`config.mk`:
```
export PLATFORM = sky130hd
export DESIGN_NAME = instr_cache_nway
export DESIGN_NICKNAME = d
export VERILOG_FILES = /design/src/rtl/instr_cache_nway.sv
export SDC_FILE = /design/constraint.sdc
export NUM_CORES = 1
export LEC_CHECK = 0
export ABC_AREA = 1
export BUFFER_PORTS_ARGS = -buffer_cell sky130_fd_sc_hd__clkbuf_2
export CELL_PAD_IN_SITES_DETAIL_PLACEMENT = 1
export CELL_PAD_IN_SITES_GLOBAL_PLACEMENT = 2
export CORE_MARGIN = 4
export CORE_UTILIZATION = 46
export DETAILED_ROUTE_END_ITERATION = 10
export HOLD_SLACK_MARGIN = 0.12
export PLACE_DENSITY = 0.88
export SLEW_MARGIN = 20
export SYNTH_ARGS = -nofsm -noshare
export SYNTH_HDL_FRONTEND = slang
export SYNTH_SLANG_ARGS = --single-unit
```
`constraint.sdc`:
```
create_clock -name clk -period 9.7 [get_ports clk]
set_input_delay 1.94 -clock clk [delete_from_list [all_inputs] [get_ports clk]]
set_output_delay 1.94 -clock clk [all_outputs]
set_load 0.1 [all_outputs]
```
`src/rtl/instr_cache_nway.sv`:
```
// N-way set-associative instruction cache with round-robin replacement,
// same-cycle hits and sequential block refill over the AHB-style bus.
module instr_cache_nway #(
  parameter int unsigned blocksize = 4,
  parameter int unsigned lines     = 2,
  parameter int unsigned ways      = 2
) (
  input  logic        clk,
  input  logic        reset,
  input  logic [31:0] A,
  input  logic        Invalidate,
  input  logic        BusReady,
  input  logic [31:0] HRData,
  output logic [31:0] RD,
  output logic [31:0] HAddrF,
  output logic        HRequestF,
  output logic        IStall
);

  localparam int unsigned SETBITS   = $clog2(lines);
  localparam int unsigned BLOCKBITS = $clog2(blocksize);
  localparam int unsigned TAGBITS   = 30 - BLOCKBITS - SETBITS;
  localparam int unsigned WAYBITS   = $clog2(ways);
  localparam int unsigned SETW      = (SETBITS > 0) ? SETBITS : 1;
  localparam int unsigned WAYW      = (WAYBITS > 0) ? WAYBITS : 1;

  typedef enum logic {
    LOOKUP = 1'b0,
    FILL   = 1'b1
  } state_t;

  state_t               state_q;
  logic [BLOCKBITS-1:0] cnt_q;
  logic [WAYW-1:0]      victim_q;
  logic [WAYW-1:0]      vptr_q  [lines];
  logic [ways-1:0]      valid_q [lines];
  logic [TAGBITS-1:0]   tag_q   [lines][ways];
  logic [31:0]          data_q  [lines][ways][blocksize];

  logic [TAGBITS-1:0]   tag_a;
  logic [SETW-1:0]      set_a;
  logic [BLOCKBITS-1:0] word_a;
  logic [ways-1:0]      match;
  logic                 hit;
  logic [WAYW-1:0]      hit_way;
  logic                 last_beat;
  logic                 beat;

  assign tag_a  = A[31 -: TAGBITS];
  assign word_a = A[2 +: BLOCKBITS];

  if (SETBITS > 0) begin : g_set
    assign set_a = A[BLOCKBITS+2 +: SETBITS];
  end else begin : g_noset
    assign set_a = 1'b0;
  end

  for (genvar w = 0; w < int'(ways); w++) begin : g_match
    assign match[w] = valid_q[set_a][w] && (tag_q[set_a][w] == tag_a);
  end

  // Lowest matching way wins; a duplicate match should never happen.
  always_comb begin
    hit     = |match;
    hit_way = '0;
    for (int w = int'(ways) - 1; w >= 0; w--) begin
      if (match[w]) hit_way = WAYW'(w);
    end
  end

  assign beat      = (state_q == FILL) && BusReady && !Invalidate;
  assign last_beat = (cnt_q == BLOCKBITS'(blocksize - 1));

  always_comb begin
    RD        = data_q[set_a][hit_way][word_a];
    HAddrF    = A;
    HRequestF = 1'b0;
    IStall    = reset || !hit;
    if (state_q == FILL) begin
      RD        = HRData;
      HAddrF    = {A[31:BLOCKBITS+2], cnt_q, 2'b00};
      HRequestF = !reset;
      IStall    = 1'b1;
    end
  end

  // Control: FSM, beat counter, valid bits and victim pointers.
  always_ff @(posedge clk) begin
    if (reset) begin
      state_q  <= LOOKUP;
      cnt_q    <= '0;
      victim_q <= '0;
      for (int s = 0; s < int'(lines); s++) begin
        valid_q[s] <= '0;
        vptr_q[s]  <= '0;
      end
    end else begin
      if (Invalidate) begin
        for (int s = 0; s < int'(lines); s++) valid_q[s] <= '0;
      end
      case (state_q)
        LOOKUP: begin
          if (!hit) begin
            state_q  <= FILL;
            cnt_q    <= '0;
            victim_q <= vptr_q[set_a];
          end
        end
        FILL: begin
          if (Invalidate) begin
            state_q <= LOOKUP;
            cnt_q   <= '0;
          end else if (BusReady) begin
            cnt_q <= cnt_q + 1'b1;
            if (last_beat) begin
              valid_q[set_a][victim_q] <= 1'b1;
              vptr_q[set_a]            <= (ways > 1) ? WAYW'(victim_q + 1'b1) : '0;
              state_q                  <= LOOKUP;
            end
          end
        end
        default: state_q <= LOOKUP;
      endcase
    end
  end

  // Tag and data arrays carry no reset; only valid bits qualify them.
  always_ff @(posedge clk) begin
    if (!reset && beat) begin
      data_q[set_a][victim_q][cnt_q] <= HRData;
      if (last_beat) tag_q[set_a][victim_q] <= tag_a;
    end
  end

endmodule

```
# Yosys cells after proc, flatten, opt, wreduce, memory -nomap -nowiden
# Memory sizes are Yosys's and may differ from the RTL's. A register that Yosys moved wholly into a read port is not among the register bits.
# Cells that the tools add are included.
word_totals:
  regBits: 3
  mem_bits_rw: 626
  input_bits: 68
  output_inout_bits: 66
  memories: 4
classes:
  n_addsub: 2
  magnitude_cmp: 8
  n_eq_ne: 5
  n_mux: 53
  bitwise: 8
  reduce_logical: 17
memory_table:
  columns: ["memory", "words", "width", "read_ports", "rd_ports_with_merged_regs", "write_ports", "line_no", "text"]
  rows:
  - ["data_q", 2, 256, 1, 0, 1, "38", "logic [31:0] data_q [lines][ways][blocksize];"]
  - ["tag_q", 2, 54, 1, 0, 1, "37", "logic [TAGBITS-1:0] tag_q [lines][ways];"]
  - ["valid_q", 2, 2, 1, 0, 2, "36", "logic [ways-1:0] valid_q [lines];"]
  - ["vptr_q", 2, 1, 1, 1, 2, "35", "logic [WAYW-1:0] vptr_q [lines];"]
op_table:
  columns: ["op", "n"]
  rows:
  - ["$mux W128", 4]
  - ["$mux W256", 1]
  - ["$demux W128 S1", 1]
  - ["$mux W32", 4]
  - ["$bmux W32 S2", 1]
  - ["$demux W32 S2", 1]
  - ["$eq A27 B27 Y1", 2]
  - ["$mux W54", 1]
  - ["$demux W27 S1", 1]
  - ["$mux W27", 1]
  - ["$mux W1", 26]
  - ["$mux W2", 8]
  - ["$logic_and A1 B1 Y1", 8]
  - ["$ge A3 B3 Y1 const B", 2]
  - ["$not A2 Y3", 2]
  - ["$ge A2 B2 Y1 const B", 2]
  - ["$mux W4", 1]
  - ["$not A1 Y2", 2]
  - ["$pmux W2 S2", 1]
  - ["$reduce_and A2 Y1", 2]
  - ["$reduce_or A2 Y1", 2]
  - ["$logic_not A1 Y1", 3]
  - ["$lt A3 B1 Y1 const B", 1]
  - ["$ne A3 B3 Y1 const B", 1]
  - ["13 further kinds", 15]

# Logic depth before layout (Yosys ltp)
# An unclocked memory read counts as a cell.
depth:
  depth_word: 13
  ltp_mapped: 21
  depth_no_buf: 17

# Worst setup path before layout
# Ideal clock, no wire load.
synth_path:
  path_kind: "input to output"
  start: "input port A[2]"
  end: "output port HAddrF[2]"
  arrival_time_ns: 4.483
  required_time_ns: 7.760
  setup_slack_ns: 3.277
  stages: 4
  n_path_buf: 2
  cell_sequence: "inv_1 > clkbuf_1 > buf_1 > o21ai_0"
synth_between:
  elab_chain_len: 1
synth_lines:
  columns: ["element", "line_no", "text"]
  rows:
  - ["from (decl)", "10", "input logic [31:0] A,"]
  - ["$mux W4", "79", "if (state_q == FILL) begin"]
  - ["to (decl)", "15", "output logic [31:0] HAddrF,"]
# No other way between the ends.

# Worst setup path in the final report
layout_path:
  start: "input port A[4]"
  end: "output port RD[22]"
layout_between:
  elab_chain_len: 13
layout_lines:
  columns: ["element", "line_no", "text"]
  rows:
  - ["$mem_v2 Z2 W54", null, null]
  - ["$eq A27 B27 Y1", "59", "assign match[w] = valid_q[set_a][w] && (tag_q[set_a][w] == tag_a);"]
  - ["$logic_and A1 B1 Y1", "59", null]
  - ["$mux W1 (2 in a row)", "67", "if (match[w]) hit_way = WAYW'(w);"]
  - ["$not A1 Y2 (not written as such)", "75", "RD = data_q[set_a][hit_way][word_a];"]
  - ["$mux W128 (not written as such) (*) (3 in a row)", "75", null]
  - ["$bmux W32 S2 (*)", "75", null]
  - ["$mux W32 (not written as such) (*) (2 in a row)", "75", null]
  - ["$mux W32 (*)", "79", null]
  - ["to (decl)", "14", "output logic [31:0] RD,"]
# Every way passes the cells marked *; elsewhere a longest branch is shown, timed or not. The select of a mux whose other input is x is not followed.

==> results.sh <==
export IMPL_crit_path_end_kind="output pin"
export IMPL_cts_htree_levels=3
export IMPL_synth_most_common_cell="nand2_1"
export IMPL_worstPathArrival_ns=6.48
export IMPL_drtIter0Drc=1347
export IMPL_rsz0062_at_grt="false"
export IMPL_die_area_sq_mm=0.0635
export IMPL_tns_ns=0
export IMPL_root_buffer="clkbuf_16"
export IMPL_ff_latch_area_sq_mm=0.0188
export IMPL_clk_pin_slew_ns=0.05
export IMPL_final_net_count=2443
export IMPL_worst_ep_required_time_ns=7.76
export IMPL_synth_edf_count=622
export IMPL_syn_area_per_cell_sq_um=12.1
export IMPL_clock_skew_ns=0.0308
export IMPL_worst_pin_slew_ns=1.17
export IMPL_grt_usage_pct=24.0
export IMPL_dp_hpwl_um=42500
export IMPL_grt_pass1_vias=19300
export IMPL_yosys_cell_types_count=27
export IMPL_vdd_ir_drop_worst_uv=164
export IMPL_drive_gt1_share_pct=11.9
export IMPL_multiInputGateArea_sq_mm=0.00759
export IMPL_hold_viol_final=0
export IMPL_route_vias_total=18000
export IMPL_place_gp_congestion=0.817
export IMPL_area_growth_pct=12.5
export IMPL_synth_top_area_share_pct=68.2
export IMPL_dieHeight_um=252
export IMPL_avgViaCountPerCell=5.63
export IMPL_ys_top_cells_by_area="edfxtp_1 (68%), mux2i_1 (9.4%), nand2_1 (8.9%)"
export IMPL_yosysWarnings=0
export IMPL_syn_area_sq_mm=0.0274
export IMPL_status="complete, no violations"
export IMPL_clock_latency_ns=0.60
export IMPL_ys_flop_type="edfxtp_1"
export IMPL_grt_max_degree=156
export IMPL_die_x_um=252
export IMPL_slew_headroom_pct=21.8
export IMPL_clock_sinks=630
export IMPL_post_route_min_period_ns=8.42
export IMPL_antenna_found_initial=2
export IMPL_first_pass_iters=5
export IMPL_r2r_cells=7
export IMPL_setup_viol=0
export IMPL_num_rows=89
export IMPL_crit_type="in -> out"
export IMPL_yosys_area_top_type="edfxtp_1"
export IMPL_post_drt_wl_per_cell_um=24.1
export IMPL_initial_utilization_pct=46.4
export IMPL_min_period_over_period_pct=86.8
export IMPL_gr_total_overflow=0
export IMPL_hold_class="reg -> reg"
export IMPL_critical_path_startpoint_type="input port"
export IMPL_core_sq_mm=0.0590
export IMPL_path_max_fanout=58
export IMPL_ys_seq_elements=630
export IMPL_cts_tree="built"
export IMPL_synthArstFlopShare_pct=0
export IMPL_syn_nets=2345
export IMPL_cts_resized_gates=0
export IMPL_power_density_mw_per_mm2=193
export IMPL_cts_made_buffers=69
export IMPL_synth_common_cells="nand2_1 (648), edfxtp_1 (622), nand3_1 (387)"
export IMPL_postCtsSetupBuffers=0
export IMPL_drc=0
export IMPL_hold_depth=2
export IMPL_ys_seq_area_share_pct=68.7
export IMPL_port_buffers=133
export IMPL_synthCells=2273
export IMPL_fill_cells=6072
export IMPL_pin_count=134
export IMPL_cts_hold_buf=0
export IMPL_p_leak_nw=12.2
export IMPL_ant_nets=0
export IMPL_wl_um=76900
export IMPL_cts_buffer_depth=3
export IMPL_final_util_pct=52.2
export IMPL_fmax_ghz=0.119
export IMPL_drv_slew=0
export IMPL_grt_pass1_wl_um=117000
export IMPL_maxCapViolations=0
[cell families after synthesis]
kind of cell / synth area share [%]
fa+ha+maj: 0.183
simple gates: 17.2
mux: 9.35
compound gates: 0.402
buf+inv: 4.15
flops: 68.7
[flip-flops by register name (all words and copies together), names as in the netlist]
signal    flops
cnt_q         2
data_q      512
state_q       1
tag_q       108
valid_q       4
victim_q      1
vptr_q        2
[worst max-delay path, cell delays in order]
cell	delay (ns)
buf_8	0.19
inv_2	0.78
buf_4	0.50
nand2_1	0.16
nand2_1	0.10
nand2_1	0.07
nand2_1	0.11
nand2_1	0.07
or2_0	0.23
nor2_1	0.24
nand2_4	0.45
buf_4	0.45
nand3_1	0.11
nand3_1	0.09
nand2_1	0.09
nand2_1	0.05
nand3_1	0.20
clkbuf_2	0.50
[layout make-up]
type | count | area share [%]
inverters | 103 | 1.25
clock inverters | 28 | 0.666
repair buffers | 170 | 3.17
multi-input cells | 1397 | 24.6
well taps | 773 | 3.14
clock buffers | 90 | 6.06
diodes | 1 | 0.00812
flip-flops and latches | 630 | 61.1
[final timing paths]
kind / start / slack (ns) / end
max: A[4] / 1.28 / RD[22]
min: valid_q[0][0] / 0.48 / valid_q[0][0]
max reg2reg: state_q / 6.93 / data_q[1][201]
min reg2reg: valid_q[0][0] / 0.48 / valid_q[0][0]
[metal layers]
layer  track usage (%)  vias up  wire (um)
li1                  -     8171          -
met1              31.6     9182      32100
met2              41.0      481      38600
met3              3.71      142       4090
met4              8.13        2       2080
met5                 0        -         13
[metrics by stage]
stage          hold slack [ns]  cells  setup slack, ns  area, sq um  power [mW]
2_1_floorplan            0.450   2273             3.28        27400        3.41
3_3_place_gp             0.463   3073             1.51        28800        3.54
3_5_place_dp             0.472   3073             1.29        28800        3.55
4_1_cts                  0.480   3191             1.26        30800        5.99
5_1_grt                  0.509   3192            0.918        30800        6.14
6_report                 0.483   3192             1.28        30800        5.95
[where the power goes]
part	total, mW	internal, mW	switching, mW
Clock	2.45	1.41	1.04
Combinational	0.500	0.104	0.396
Sequential	3.00	2.99	0.00280
[layout by cell type (no fill, tap or decap), drive strengths merged, types with 2 or more instances in the layout]
cell type  instances
nor2              76
bufinv             2
clkinv            24
buf               39
clkbuf           221
a21oi              5
o22ai              2
ha                 4
mux2i            256
nand4              3
a31o               2
edfxtp           622
o21ai              7
dfxtp              8
nand3            387
nand2            648
inv              104
and2               2
(Power assumes the default switching activity.)
